[src/rtl/period_meter.sv]
// period_meter: counts Fin cycles between two consecutive rising edges of an asynchronous input
// and presents the result through a valid/ack handshake.
`timescale 1ns/100ps
module period_meter #(
    parameter int CW = 24
) (
    input  logic          fin_i,
    input  logic          reset_i,
    input  logic          fmeas_i,
    input  logic          start_i,
    input  logic          ack_i,
    output logic          busy_o,
    output logic          valid_o,
    output logic [CW-1:0] count_o,
    output logic          ovf_o
);
    localparam logic [CW-1:0] MAX = '1;
    typedef enum logic [1:0] {IDLE, ARM, MEAS, DONE} state_t;
    state_t        state_q;
    logic [CW-1:0] cnt_q, count_q;
    logic          busy_q, valid_q, ovf_q, s1_q, s2_q, dly_q;
    logic          edge_w;
    // Synchronizer and delay flop share the same latency for both edges, so it cancels.
    assign edge_w  = s2_q & ~dly_q;
    assign busy_o  = busy_q;
    assign valid_o = valid_q;
    assign count_o = count_q;
    assign ovf_o   = ovf_q;
    always_ff @(posedge fin_i) begin
        if (reset_i) begin
            state_q <= IDLE;
            cnt_q   <= '0;
            count_q <= '0;
            busy_q  <= 1'b0;
            valid_q <= 1'b0;
            ovf_q   <= 1'b0;
            s1_q    <= 1'b0;
            s2_q    <= 1'b0;
            dly_q   <= 1'b0;
        end else begin
            s1_q  <= fmeas_i;
            s2_q  <= s1_q;
            dly_q <= s2_q;
            case (state_q)
                IDLE: if (start_i) begin
                    state_q <= ARM;
                    busy_q  <= 1'b1;
                end
                ARM: if (edge_w) begin
                    cnt_q   <= {{(CW-1){1'b0}}, 1'b1};
                    state_q <= MEAS;
                end
                // Saturation at MAX without an edge reports a timeout with Count = MAX.
                MEAS: if (edge_w || cnt_q == MAX) begin
                    count_q <= cnt_q;
                    ovf_q   <= ~edge_w;
                    busy_q  <= 1'b0;
                    valid_q <= 1'b1;
                    state_q <= DONE;
                end else begin
                    cnt_q <= cnt_q + 1'b1;
                end
                DONE: if (ack_i) begin
                    valid_q <= 1'b0;
                    busy_q  <= start_i;
                    state_q <= start_i ? ARM : IDLE;
                end
                default: state_q <= IDLE;
            endcase
        end
    end
endmodule

[config.mk]
export PLATFORM = sky130hd
export DESIGN_NAME = period_meter
export DESIGN_NICKNAME = d
export VERILOG_FILES = /design/src/rtl/period_meter.sv
export SDC_FILE = /design/constraint.sdc
export NUM_CORES = 1
export LEC_CHECK = 0
export ABC_AREA = 1
export BUFFER_PORTS_ARGS = -buffer_cell sky130_fd_sc_hd__buf_2
export CAP_MARGIN = 0
export CORE_MARGIN = 5
export CORE_UTILIZATION = 38
export DETAILED_ROUTE_END_ITERATION = 12
export PLACE_DENSITY_LB_ADDON = 0.15
export SETUP_SLACK_MARGIN = 0.05
export SYNTH_ARGS = -nofsm -noshare
export SYNTH_HDL_FRONTEND = slang
export SYNTH_SLANG_ARGS = --single-unit
[constraint.sdc]
create_clock -name fin_i -period 2.1 [get_ports fin_i]
set_input_delay 0.105 -clock fin_i [delete_from_list [all_inputs] [get_ports fin_i]]
set_output_delay 0.105 -clock fin_i [all_outputs]
set_load 0.02 [all_outputs]
==> flow_summary.json <==
{
  "outcome": "completed",
  "gp_congestion": 0.895,
  "drt.antenna.violating_nets": 0,
  "slew_viol_final": 0,
  "syn_inst": 429,
  "internal_power_mw": 1.66,
  "finalHoldViolCount": 0,
  "power_frac_seq_pct": 44.3,
  "finalSetupViolations": 0,
  "holdCritPathClass": "in -> reg",
  "period_minus_slack_ns": 1.88,
  "post-place-ws_ns": 0.117,
  "required_ns": 2.37,
  "setup_ws_ns": 0.220,
  "tightest_slew_ns": 0.418,
  "drt_iter0_drc": 153,
  "synth_nets": 439,
  "diodes": 0,
  "drc": 0,
  "area_growth_pct": 15.3,
  "finalSetupTns_ns": 0,
  "vias": 2691,
  "maxCapViolations": 0,
  "rows": 32,
  "worstPathMaxFanout": 21,
  "yosysWarnings": 0,
  "cts_made_buffers": 5,
  "ys_seq_elements": 56,
  "critPathLaunchType": "flip-flop",
  "fp.coreArea_sq_um": 7610,
  "fmax_mhz": 532,
  "grt_overflow_total": 0,
  "antenna_found_initial": 0,
  "finalCritPeriodShare_pct": 89.5,
  "ys_types": 28,
  "p_clk_share_pct": 22.2,
  "vias_per_cell": 4.67,
  "die_height_um": 97.8,
  "cp-end-kind": "flip-flop",
  "critPathSlowestCell": "dfxtp_4",
  "drt_first_pass_iters": 4,
  "path_cells": "ha_2 -> nand2_1 -> nor2_2 -> nand2_2 -> nor2_4 -> nand2_2 -> nand2_4 -> nand2_8 -> nand2_8 -> nand2_1 -> nand2_1 -> nand2_1 -> inv_1",
  "arrival_ns": 2.15,
  "cts_sinks": 56,
  "syn_avg_cell_area_sq_um": 6.82,
  "die_w_um": 97.8,
  "die_area_sq_um": 9560,
  "relSlewSlack_pct": 72.0,
  "yosysSeqAreaShare_pct": 38.3,
  "leakage_nw": 1.38,
  "switching_share_pct": 37.9,
  "clock_skew_ns": 0.00828,
  "grt_use_total_pct": 15.3,
  "io_pins": 32,
  "detailed_place_hpwl_um": 5390,
  "p_sw_mw": 1.01,
  "fin_nets": 483,
  "grt_pass1_vias": 2590,
  "layout_commonest_cell": "nor2_1",
  "synth_top_area_share_pct": 38.3,
  "grt_pass1_wl_um": 12300,
  "drt_wl_total_um": 7260,
  "cp_slowest_stage_delay_ns": 0.39,
  "synth_top_cell_by_area": "dfxtp_1",
  "start_util_pct": 38.5,
  "fin_total_pwr_mw": 2.67,
  "syn-cell-area_sq_um": 2930,
  "clock_path_buffers": 2,
  "cts_root_buf": "clkbuf_8",
  "cp_common_cell": "nand2_1",
  "io_buffer_count": 31,
  "clkLatencyLatePin_ns": 0.31,
  "cts_max_level": 2,
  "wl_per_cell_um": 12.6,
  "vdd_drop_max_v": 0.000330,
  "path_clk_slew_ns": 0.10,
  "rsz0062_at_grt": "yes",
  "critical_path_class": "reg -> reg",
  "ys_top_cells_by_area": "dfxtp_1 (38%), nor2_1 (12%), nand2_1 (12%)",
  "final_cell_mix": "nor2_1 (94), nand2_1 (90), dfxtp_1 (55)",
  "layout-drive-gt1-share_pct": 18.1,
  "grt_max_degree": 34,
  "cts_tree": "done",
  "p_per_area_nw_per_um2": 793,
  "p_comb_share_pct": 33.5
}
## worst max-delay path, delay by kind of cell (launching register included)
| kind | cells | cell delay [ns] |
|---|---|---|
| buffers and inverters | 1 | 0.04 |
| DFF | 1 | 0.39 |
| adders and majority gates | 1 | 0.21 |
| and+or+nand+nor | 11 | 1.18 |
## area by class of cell
cell class	instances	area (sq um)
fillers	825	4230
multi-input cells	314	1540
flip-flops and latches	56	1120
repair buffers	55	338
inverters	41	159
well taps	102	128
clock buffers	6	72.6
clock inverters	2	16.3
## what timing repair did
| item | CTS | global route |
|---|---|---|
| endpoints found under the setup margin | 0 | 50 |
| hold endpoints to repair | 1 | 0 |
| gates resized for setup | 0 | 3 |
| hold buffers | 1 | 0 |
| buffers inserted | 0 | 1 |
## synth_stat cells (all sizes together)
cell / number
a21o: 1
a21oi: 16
buf: 13
clkbuf: 6
dfxtp: 56
ha: 5
inv: 41
nand2: 96
nand3: 39
nand4: 8
nor2: 98
nor3: 6
nor3b: 1
o21ai: 34
xnor2: 4
xor2: 5
## worst paths after layout
path                                from  depth (start not counted)   endpoint  slack (ns)
worst max-delay path            cnt_q[1]                         13  cnt_q[13]        0.22
worst min-delay path             start_i                          5     busy_o        0.17
worst max register to register  cnt_q[1]                         13  cnt_q[13]        0.22
worst min register to register      s1_q                          2       s2_q        0.41
## metal layers
layer  routed length (um)  share of wire, %  GRT usage (%)
met5                    0                 0              0
met4                   83               1.1           4.15
met3                  391               5.4           3.00
met2                 3130                43           24.2
met1                 3660                50           21.4
## metrics by stage
step	utilization [%]	std cells	cell area [sq um]	hold slack (ns)
floorplan	-	429	2930	0.212
global placement	42.7	565	3250	0.310
detailed placement	42.7	565	3250	0.311
CTS	44.0	574	3350	0.158
global route	44.3	576	3370	0.207
finish	44.3	576	3370	0.171
## flip-flops by register name (all words and copies together) (netlist names)
signal and cells:
valid_o 1, s1_q 1, busy_o 1, state_q 2, s2_q 1, ovf_o 1
dly_q 1, cnt_q 24, count_o 24
## cells by family after synthesis
| group | count (synthesis) | share of synthesized area, % |
|---|---|---|
| and+or+nand+nor | 248 | 36.7 |
| buffers and inverters | 60 | 9.70 |
| DFF | 56 | 38.3 |
| AOI/OAI and AO/OA | 51 | 10.5 |
| xor gates and xnor gates | 9 | 2.69 |
| adders and majority gates | 5 | 2.14 |
## power groups by stage
stage	Combinational (mW)	Clock [mW]	Sequential, mW
finish	0.896	0.593	1.18
global route	1.01	0.660	1.20
CTS	0.878	0.631	1.18
detailed placement	0.872	0	1.21
global placement	0.871	0	1.20
floorplan	0.650	0	1.25
(Power assumes the default switching activity.)
